===== src/rtl/exu_ctrl_if.sv =====
// Control bundle between exu_ctrl and the IDU, ALU, register file and data memory.
// master is the controller side; slave is the surrounding datapath side.
interface exu_ctrl_if #(
  parameter int CNT_W = 16
);
  logic             if_req_o;
  logic             if_ack_i;
  logic [11:0]      id_op_i;
  logic             src_reg_i;
  logic             dst_reg_i;
  logic [7:0]       imm_addr_const_i;
  logic [2:0]       alu_op_o;
  logic             alu_imm_o;
  logic             alu_cmp_i;
  logic             rf_src_o;
  logic             rf_dst_o;
  logic             rf_we_o;
  logic             rf_wsel_mem_o;
  logic             mem_req_o;
  logic             mem_we_o;
  logic [7:0]       mem_addr_o;
  logic             mem_ack_i;
  logic             cmp_flag_o;
  logic             busy_o;
  logic [1:0]       err_o;
  logic [CNT_W-1:0] retired_o;

  modport master (
    output if_req_o,
    input  if_ack_i, id_op_i, src_reg_i,
    input  dst_reg_i, imm_addr_const_i,
    output alu_op_o, alu_imm_o,
    input  alu_cmp_i,
    output rf_src_o, rf_dst_o, rf_we_o,
    output rf_wsel_mem_o,
    output mem_req_o, mem_we_o, mem_addr_o,
    input  mem_ack_i,
    output cmp_flag_o, busy_o, err_o, retired_o
  );

  modport slave (
    input  if_req_o,
    output if_ack_i, id_op_i, src_reg_i,
    output dst_reg_i, imm_addr_const_i,
    input  alu_op_o, alu_imm_o,
    output alu_cmp_i,
    input  rf_src_o, rf_dst_o, rf_we_o,
    input  rf_wsel_mem_o,
    input  mem_req_o, mem_we_o, mem_addr_o,
    output mem_ack_i,
    input  cmp_flag_o, busy_o, err_o, retired_o
  );
endinterface


===== src/rtl/exu_ctrl.sv =====
// Execution-unit sequencer: FETCH -> EXEC -> (MEM) -> WB, one instruction at a time.
// Tracks compare flag, retired count and sticky decode / memory-timeout errors.
module exu_ctrl #(
  parameter int MEM_TIMEOUT = 15,
  parameter int CNT_W       = 16
) (
  input logic        clock,
  input logic        reset,
  exu_ctrl_if.master bus
);
  typedef enum logic [2:0] {
    IDLE, FETCH, EXEC, MEM, WB, ERR
  } state_t;

  localparam int OP_LD     = 11;
  localparam int OP_AND    = 10;
  localparam int OP_STR    = 9;
  localparam int OP_ADD    = 8;
  localparam int OP_ADDI   = 7;
  localparam int OP_CMPLT  = 6;
  localparam int OP_CMPEQ  = 5;
  localparam int OP_CMPEQI = 4;
  localparam int OP_SHFTR  = 3;
  localparam int OP_SHFTL  = 2;
  localparam int OP_INV    = 1;
  localparam int OP_MVI    = 0;

  localparam logic [11:0] WR_MASK  = 12'hD8F;
  localparam logic [11:0] CMP_MASK = 12'h070;
  localparam logic [7:0]  TMO_LAST = 8'(MEM_TIMEOUT - 1);

  state_t           state, state_nx;
  logic [1:0]       err_q, err_nx;
  logic [11:0]      op_q;
  logic             src_q, dst_q, cmp_q;
  logic [7:0]       imm_q, tmo_q;
  logic [CNT_W-1:0] ret_q;
  logic             is_cmp, is_mem, is_wr, in_alu;

  assign is_cmp = |(op_q & CMP_MASK);
  assign is_mem = op_q[OP_LD] | op_q[OP_STR];
  assign is_wr  = |(op_q & WR_MASK);
  assign in_alu = state inside {EXEC, MEM, WB};

  always_ff @(posedge clock) begin
    if (reset) state <= IDLE;
    else       state <= state_nx;
  end

  always_comb begin
    state_nx = state;
    err_nx   = err_q;
    unique case (state)
      IDLE:  state_nx = FETCH;
      FETCH: begin
        if (bus.if_ack_i) begin
          if ($onehot(bus.id_op_i)) begin
            state_nx = EXEC;
          end else begin
            state_nx = ERR;
            err_nx   = 2'd1;
          end
        end
      end
      EXEC:  state_nx = is_mem ? MEM : WB;
      MEM: begin
        // a late ack on the final allowed cycle still completes
        if (bus.mem_ack_i) begin
          state_nx = WB;
        end else if (tmo_q == TMO_LAST) begin
          state_nx = ERR;
          err_nx   = 2'd2;
        end
      end
      WB:      state_nx = FETCH;
      ERR:     state_nx = ERR;
      default: state_nx = ERR;
    endcase
  end

  always_ff @(posedge clock) begin
    if (reset) begin
      err_q <= '0;
      op_q  <= '0;
      src_q <= 1'b0;
      dst_q <= 1'b0;
      imm_q <= '0;
      cmp_q <= 1'b0;
      tmo_q <= '0;
      ret_q <= '0;
    end else begin
      err_q <= err_nx;
      if (state == FETCH && bus.if_ack_i) begin
        op_q  <= bus.id_op_i;
        src_q <= bus.src_reg_i;
        dst_q <= bus.dst_reg_i;
        imm_q <= bus.imm_addr_const_i;
      end
      if (state == EXEC && is_cmp) cmp_q <= bus.alu_cmp_i;
      tmo_q <= (state == MEM) ? tmo_q + 8'd1 : 8'd0;
      if (state == WB) ret_q <= ret_q + CNT_W'(1);
    end
  end

  assign bus.if_req_o = state == FETCH;
  assign bus.alu_op_o = in_alu ? {
    op_q[OP_SHFTR] | op_q[OP_SHFTL] | op_q[OP_INV] | op_q[OP_MVI],
    op_q[OP_CMPLT] | op_q[OP_CMPEQ] | op_q[OP_CMPEQI]
      | op_q[OP_INV] | op_q[OP_MVI],
    op_q[OP_ADD] | op_q[OP_ADDI] | op_q[OP_CMPEQ]
      | op_q[OP_CMPEQI] | op_q[OP_SHFTL] | op_q[OP_MVI]
  } : 3'd0;
  assign bus.alu_imm_o = in_alu
    & (op_q[OP_ADDI] | op_q[OP_CMPEQI] | op_q[OP_MVI]);
  assign bus.rf_src_o      = src_q;
  assign bus.rf_dst_o      = dst_q;
  assign bus.rf_we_o       = (state == WB) & is_wr;
  assign bus.rf_wsel_mem_o = (state == WB) & op_q[OP_LD];
  assign bus.mem_req_o     = state == MEM;
  assign bus.mem_we_o      = (state == MEM) & op_q[OP_STR];
  assign bus.mem_addr_o    = (state == MEM) ? imm_q : 8'd0;
  assign bus.cmp_flag_o    = cmp_q;
  assign bus.busy_o        = !(state inside {IDLE, ERR});
  assign bus.err_o         = err_q;
  assign bus.retired_o     = ret_q;

  logic unused_and;
  assign unused_and = op_q[OP_AND];
endmodule

===== src/flat_wrapper.sv =====
// flat-port wrapper written by rule: the top's interface ports become plain ports
module exu_ctrl_flat 
#(
  parameter int MEM_TIMEOUT = 15,
  parameter int CNT_W       = 16
)
  (clock, reset, bus_if_req_o, bus_if_ack_i, bus_id_op_i, bus_src_reg_i, bus_dst_reg_i, bus_imm_addr_const_i, bus_alu_op_o, bus_alu_imm_o, bus_alu_cmp_i, bus_rf_src_o, bus_rf_dst_o, bus_rf_we_o, bus_rf_wsel_mem_o, bus_mem_req_o, bus_mem_we_o, bus_mem_addr_o, bus_mem_ack_i, bus_cmp_flag_o, bus_busy_o, bus_err_o, bus_retired_o);
  exu_ctrl_if #(.CNT_W(CNT_W)) bus_i ();
  input logic clock;
  input logic reset;
  output wire logic [$bits(bus_i.if_req_o)-1:0] bus_if_req_o;
  input wire logic [$bits(bus_i.if_ack_i)-1:0] bus_if_ack_i;
  input wire logic [$bits(bus_i.id_op_i)-1:0] bus_id_op_i;
  input wire logic [$bits(bus_i.src_reg_i)-1:0] bus_src_reg_i;
  input wire logic [$bits(bus_i.dst_reg_i)-1:0] bus_dst_reg_i;
  input wire logic [$bits(bus_i.imm_addr_const_i)-1:0] bus_imm_addr_const_i;
  output wire logic [$bits(bus_i.alu_op_o)-1:0] bus_alu_op_o;
  output wire logic [$bits(bus_i.alu_imm_o)-1:0] bus_alu_imm_o;
  input wire logic [$bits(bus_i.alu_cmp_i)-1:0] bus_alu_cmp_i;
  output wire logic [$bits(bus_i.rf_src_o)-1:0] bus_rf_src_o;
  output wire logic [$bits(bus_i.rf_dst_o)-1:0] bus_rf_dst_o;
  output wire logic [$bits(bus_i.rf_we_o)-1:0] bus_rf_we_o;
  output wire logic [$bits(bus_i.rf_wsel_mem_o)-1:0] bus_rf_wsel_mem_o;
  output wire logic [$bits(bus_i.mem_req_o)-1:0] bus_mem_req_o;
  output wire logic [$bits(bus_i.mem_we_o)-1:0] bus_mem_we_o;
  output wire logic [$bits(bus_i.mem_addr_o)-1:0] bus_mem_addr_o;
  input wire logic [$bits(bus_i.mem_ack_i)-1:0] bus_mem_ack_i;
  output wire logic [$bits(bus_i.cmp_flag_o)-1:0] bus_cmp_flag_o;
  output wire logic [$bits(bus_i.busy_o)-1:0] bus_busy_o;
  output wire logic [$bits(bus_i.err_o)-1:0] bus_err_o;
  output wire logic [$bits(bus_i.retired_o)-1:0] bus_retired_o;
  assign bus_if_req_o = bus_i.if_req_o;
  assign bus_i.if_ack_i = bus_if_ack_i;
  assign bus_i.id_op_i = bus_id_op_i;
  assign bus_i.src_reg_i = bus_src_reg_i;
  assign bus_i.dst_reg_i = bus_dst_reg_i;
  assign bus_i.imm_addr_const_i = bus_imm_addr_const_i;
  assign bus_alu_op_o = bus_i.alu_op_o;
  assign bus_alu_imm_o = bus_i.alu_imm_o;
  assign bus_i.alu_cmp_i = bus_alu_cmp_i;
  assign bus_rf_src_o = bus_i.rf_src_o;
  assign bus_rf_dst_o = bus_i.rf_dst_o;
  assign bus_rf_we_o = bus_i.rf_we_o;
  assign bus_rf_wsel_mem_o = bus_i.rf_wsel_mem_o;
  assign bus_mem_req_o = bus_i.mem_req_o;
  assign bus_mem_we_o = bus_i.mem_we_o;
  assign bus_mem_addr_o = bus_i.mem_addr_o;
  assign bus_i.mem_ack_i = bus_mem_ack_i;
  assign bus_cmp_flag_o = bus_i.cmp_flag_o;
  assign bus_busy_o = bus_i.busy_o;
  assign bus_err_o = bus_i.err_o;
  assign bus_retired_o = bus_i.retired_o;
  exu_ctrl #(.MEM_TIMEOUT(MEM_TIMEOUT), .CNT_W(CNT_W)) u_core (.clock(clock), .reset(reset), .bus(bus_i));
endmodule

===== config.mk =====
export PLATFORM = sky130hd
export DESIGN_NAME = exu_ctrl_flat
export DESIGN_NICKNAME = d
export VERILOG_FILES = /design/src/rtl/exu_ctrl_if.sv /design/src/rtl/exu_ctrl.sv /design/src/flat_wrapper.sv
export SDC_FILE = /design/constraint.sdc
export NUM_CORES = 1
export LEC_CHECK = 0
export CAP_MARGIN = 20
export CORE_MARGIN = 2
export CORE_UTILIZATION = 49
export CTS_BUF_LIST = sky130_fd_sc_hd__clkbuf_16
export DETAILED_ROUTE_END_ITERATION = 10
export GPL_TIMING_DRIVEN = 0
export HOLD_SLACK_MARGIN = 0.06
export PLACE_DENSITY = 0.82
export SLEW_MARGIN = 20
export SYNTH_ARGS = -nofsm -noshare
export SYNTH_HDL_FRONTEND = slang
export SYNTH_SLANG_ARGS = --single-unit

===== constraint.sdc =====
create_clock -name clock -period 5.2 [get_ports clock]
set_clock_uncertainty 0.1 [all_clocks]
set_input_delay 0.52 -clock clock [delete_from_list [all_inputs] [get_ports clock]]
set_output_delay 0.52 -clock clock [all_outputs]
set_load 0.03 [all_outputs]

After elaboration in Yosys (flattened, before gate mapping)
Cells that the tools add are included.
{"block": "word_totals", "reg_bits": 52, "input_bits": 27, "output_inout_bits": 39}
{"block": "op_classes", "mux": 13, "n_addsub": 13, "bitwise": 20, "n_eq_ne": 12, "reduce_logical": 13}
{"cell": "adder 4 bit", "count": 5}
{"cell": "2-to-1 mux 3 bit", "count": 6}
{"cell": "adder 16 x 1 -> 16 bit, second input constant", "count": 1}
{"cell": "OR 1 bit", "count": 15}
{"cell": "adder 1 x 1 -> 2 bit", "count": 6}
{"cell": "case mux 3 bit (4 select lines)", "count": 1}
{"cell": "adder 8 x 1 -> 8 bit, second input constant", "count": 1}
{"cell": "== test 8 x 4 -> 1 bit, second input constant", "count": 1}
{"cell": "2-to-1 mux 2 bit", "count": 4}
{"cell": "2-to-1 mux 8 bit", "count": 1}
{"cell": "OR reduction 8 bit", "count": 1}
{"cell": "== test 3 x 2 -> 1 bit, second input constant", "count": 2}
{"cell": "== test 3 bit, second input constant", "count": 2}
{"cell": "AND reduction 5 bit", "count": 1}
{"cell": "AND 1 bit", "count": 4}
{"cell": "== test 4 x 1 -> 1 bit, second input constant", "count": 1}
{"cell": "!= test 2 x 1 -> 1 bit, second input constant", "count": 2}
{"cell": "!= test 2 bit, second input constant", "count": 2}
{"cell": "case mux 2 bit (2 select lines)", "count": 1}
{"cell": "nonzero test 2 bit", "count": 2}
{"cell": "OR reduction 2 bit", "count": 2}
{"cell": "== test 3 x 1 -> 1 bit, second input constant", "count": 1}
{"cell": "logical NOT 3 bit", "count": 1}
{"cell": "!= test 3 x 1 -> 1 bit, second input constant", "count": 1}
{"cell": "6 further kinds", "count": 7}

Depth between registers and ports, before layout
{"block": "logic_depth", "ltp_word": 8, "mapped_depth": 13}

Worst setup path before layout
OpenSTA, ideal clock, no wires.
{"block": "synth_path", "path_kind": "input -> register", "from": "input bus_id_op_i[10]", "to": "register u_core.state[0]", "required_time_ps": 4980, "path_buffers": 0, "setup_ps": 120, "cell_stages": 13, "slack_ps": 1154, "t_arrival_ps": 3827, "cell_sequence": "ha_1 inv_1 fa_1 fa_1 inv_1 fa_1 ha_1 inv_1 fa_1 nand3b_1 nor4b_1 nor3_1 o31a_1"}
{"block": "synth_between", "elab_chain_len": 7}
{"item": "start, declared", "line_no": "flat_wrapper.sv:13", "rtl": "input wire logic [$bits(bus_i.id_op_i)-1:0] bus_id_op_i;"}
{"item": "adder 1 x 1 -> 2 bit (not written as such)", "line_no": "exu_ctrl.sv:57", "rtl": "if ($onehot(bus.id_op_i)) begin"}
{"item": "adder 4 bit (not written as such) (2 in a row)", "line_no": "exu_ctrl.sv:57"}
{"item": "== test 4 x 1 -> 1 bit", "line_no": "exu_ctrl.sv:57"}
{"item": "2-to-1 mux 3 bit", "line_no": "exu_ctrl.sv:57"}
{"item": "2-to-1 mux 3 bit", "line_no": "exu_ctrl.sv:56", "rtl": "if (bus.if_ack_i) begin"}
{"item": "case mux 3 bit (4 select lines)", "line_no": "exu_ctrl.sv:53", "rtl": "unique case (state)"}
{"item": "end signal, assigned", "line_no": "exu_ctrl.sv:47", "rtl": "else state <= state_nx;"}
{"item": "end, declared", "line_no": "exu_ctrl.sv:32", "rtl": "state_t state, state_nx;"}
Every way passes these cells. The select of a mux whose other input is x is not followed.
A chain may end at the register's enable or synchronous reset.

Worst setup path after layout
{"block": "layout_path", "from": "input bus_id_op_i[8]", "to": "register u_core.state[0]"}
The elaborated chain is that of the path after synthesis.

==> impl_results.md <==
- Status: complete, no violations
- Pre-CTS setup slack: 0.3883 ns
- Root cell of the clock tree: clkbuf_16
- Remaining global-route overflow: 0
- Flip-flop and latch count after synthesis: 52
- Cell area after technology mapping: 2710 um^2
- Post-route ant nets: 0
- Pin count of the biggest net entering global routing: 15
- Number of setup buffers added after CTS: 0
- Final HPWL DP: 4.826 mm
- Synthesized area per cell: 8.365 um^2
- Unrepaired setup endpoints after global routing: false
- Clock-pin slew of the registers on the worst-case setup and hold paths: 0.06 ns
- Total design power: between 0.001 and 0.0015 W
- Crit Path Class: in -> reg
- Area of the die: 6142 um^2
- Cts bufs inserted: 5
- Data required time at the worst endpoint: 5.27 ns
- Design internal power: 0.0007314 W
- Worst r2r dst: u_core.bus.retired_o[14]
- Number of buffers on the longest clock path: 2
- Design area: ~3600 um^2
- Critical path endpoint category: flop
- Hold Vio Cnt, Final: 0
- Clock tree from TritonCTS: done
- Crit path time final: 4.550 ns
- Vias: 2,447
- Avg Vias per Cell: roughly 5.2
- Net switching power: 0.0003346 W
- Maximum fanout along the worst path: 3
- Part of the power in the clock network: 28.7%
- WL/cell: approximately 13 um
- CTS HTree Levels: 2
- Worst Setup EP: u_core.state[0]
- Num rows: 27
- Number of maximum-capacitance constraint violations: 0
- Fmax: 219.8 MHz
- Transition time at the pin with the least slew margin: between 0.5 and 0.6 ns
- Most frequently used flop master after synthesis: dfxtp_1
- R2R cell count: 4
- Power density relative to cell area: 298.2 nW/um^2
- R2R setup slack: 3.38 ns
- Final worst slack: 0.6498 ns
- Async set-reset flop share out of synthesis: 0%
- Yosys warnings: 0
- Growth of design area from synthesis to finish: 31.90%
- Source of the critical timing path: bus_id_op_i[8]
- Mapped Cells: between 300 and 400
- Final routed DRC violation total: 0
- Switching share of power: 31.39%
- Number of max-slew violations in the final report: 0
- Pleak: 1.372 nW
- CP startpoint kind: input port
- Sinks on the clock net: 52
- Net count reported at finish: 442
- Final setup fails: 0
- Number of design-rule violations left by the first detailed-router iteration: 159
- Final worst path period share: between 80% and 90%
- Vias in the first global route: 2,416
- Placeable core region: 5439 um^2
- Die width: 78.37 um
- Relative slew slack: 64.80%
- Dpl cell area: around 3400 um^2
- Count of unique library cells instantiated by Yosys: 46
- Die Height: 78.37 um
- ANT cells: 0
- Number of cells upsized or downsized after cts: 0
- Setup TNS after final layout: 0 ns
- Insertion delay to the later sink of the worst-skew pair: ~0.28 ns
- Port Buffer Count: 64
- Total wire length: between 6 and 7 mm
- Initial core utilization: approximately half
- I/O pin count: 66
- Ratio of cells with drive above 1 in the final layout: 5.570%
- Worst supply voltage drop on vdd: 250.3 uV
- Endpoint arrival time on the critical path: 4.62 ns
- GR Util All Layers: 21.66%
- Flop pwr share: 41.2%
- First-pass GRT wire length: 10.75 mm
- First-pass DRT Iterations: 4
- Number of enable flip-flop cells after synthesis: 0
- Number of antenna violations at the first check in global routing: 0
- Seq/Total Area, Yosys: 38.41%
- Last weighted congestion value of the routability-driven placer: ~0.88
- Hold depth: 2
- R2R Path Start: u_core.bus.retired_o[3]
- Final hold slack: approximately 0.35 ns
- Logic gate share of total power: 30.1%
- Post-CTS Hold Fix Bufs: 0
- Worst min path class: reg -> reg
- Filler Cell Count: 453
- Net count after synthesis: 371
[final cells by class]
cell class | count | area [um^2] | area share [%]
multi-input cells | 236 | 1519 | 42.49
well taps | 72 | 90.09 | 2.520
clock inverters | 2 | 8.758 | 0.2450
flip-flops and latches | 52 | 1041 | 29.12
clock buffers | 5 | 125.1 | 3.500
repair buffers | 64 | 640.6 | 17.92
inverters | 22 | 82.58 | 2.310
plain buffers | 14 | 67.56 | 1.890
[power by group through the flow]
stage / clock (W) / combinational [W] / sequential (W)
after CTS: 0.000310 / 0.000319 / 0.000439
final: 0.000306 / 0.000321 / 0.000439
after global placement: 0 / 0.000302 / 0.000447
after global routing: 0.000332 / 0.000351 / 0.000442
after detailed placement: 0 / 0.000317 / 0.000448
after floorplan: 0 / 0.000206 / 0.000453
[metrics by stage]
step	utilization, %	cells
5_1_grt	65.72	467
4_1_cts	65.72	467
3_5_place_dp	63.26	460
6_report	65.72	467
3_3_place_gp	63.26	460
2_1_floorplan	-	324
[Yosys cell counts, types with 3 or more instances]
cell / n / share of area, %
nand3_1: 12 / 2.2
nor3_1: 8 / 1.5
dfxtp_1: 52 / 38
nor2_1: 26 / 3.6
nand4_1: 5 / 1.2
inv_1: 22 / 3.0
buf_2: 6 / 1.1
nor4b_1: 3 / 0.97
fa_1: 7 / 5.2
a21oi_1: 36 / 6.6
o21ai_0: 5 / 0.92
and2_1: 9 / 2.1
xnor2_1: 7 / 2.3
xor2_1: 8 / 2.6
nor4_1: 3 / 0.69
clkbuf_1: 6 / 0.83
nor2b_1: 3 / 0.69
and3_1: 5 / 1.2
nand2_1: 55 / 7.6
a211oi_1: 3 / 0.83
ha_1: 13 / 6.0
[layout by cell type (no fill, tap or decap), types with 7 or more instances in the layout]
cell type	synthesis	routed
nor2_1	26	26
inv_1	22	23
nand3_1	12	12
ha_1	13	13
clkdlybuf4s50_1	0	64
a21oi_1	36	36
and2_1	9	9
fa_1	7	7
nor3_1	8	8
nand2_1	55	55
xnor2_1	7	7
xor2_1	8	8
dfxtp_1	52	52
[how the worst min path moves through the flow]
stage,startpoint,end,slack (ns)
2_1_floorplan,u_core.tmo_q[0],u_core.tmo_q[0],0.33
3_5_place_dp,u_core.imm_q[7],u_core.imm_q[7],0.34
4_1_cts,u_core.imm_q[7],u_core.imm_q[7],0.35
3_3_place_gp,u_core.imm_q[2],u_core.imm_q[2],0.34
6_report,u_core.imm_q[3],u_core.imm_q[3],0.35
5_1_grt,u_core.imm_q[7],u_core.imm_q[7],0.37
[worst max-delay path, cell delays in order]
cell	delay [ns]
clkdlybuf4s50_1	0.45
ha_1	0.29
inv_1	0.05
fa_1	0.49
fa_1	0.51
inv_1	0.06
fa_1	0.51
ha_1	0.20
inv_1	0.07
fa_1	0.51
nand3b_1	0.08
nor4b_1	0.46
nor3_1	0.15
o31a_1	0.26
[flip-flops by register name, summed over array words and instances (netlist names)]
signal	flops
u_core.tmo_q	8
u_core.bus.rf_dst_o	1
u_core.bus.err_o	2
u_core.op_q	12
u_core.state	3
u_core.bus.rf_src_o	1
u_core.imm_q	8
u_core.bus.cmp_flag_o	1
u_core.bus.retired_o	16
[logic make-up after synthesis]
group,after synthesis,share of synthesized area [%]
and+or+nand+nor,147,28.39
xor gates and xnor gates,15,4.848
AOI/OAI and AO/OA,51,10.43
adders and majority gates,20,11.17
DFF,52,38.41
buffers and inverters,36,5.540
muxes,3,1.200
[per-layer routing]
| metal | GRT usage, % | vias to the layer above | share of wire (%) |
|---|---|---|---|
| met5 | 0 | - | 0 |
| met4 | 4.737 | 0 | 0.74 |
| met3 | 7.241 | 6 | 7.8 |
| met2 | 36.72 | 89 | 47 |
| met1 | 26.84 | 1124 | 45 |
| li1 | - | 1228 | - |
(Power assumes the default switching activity.)
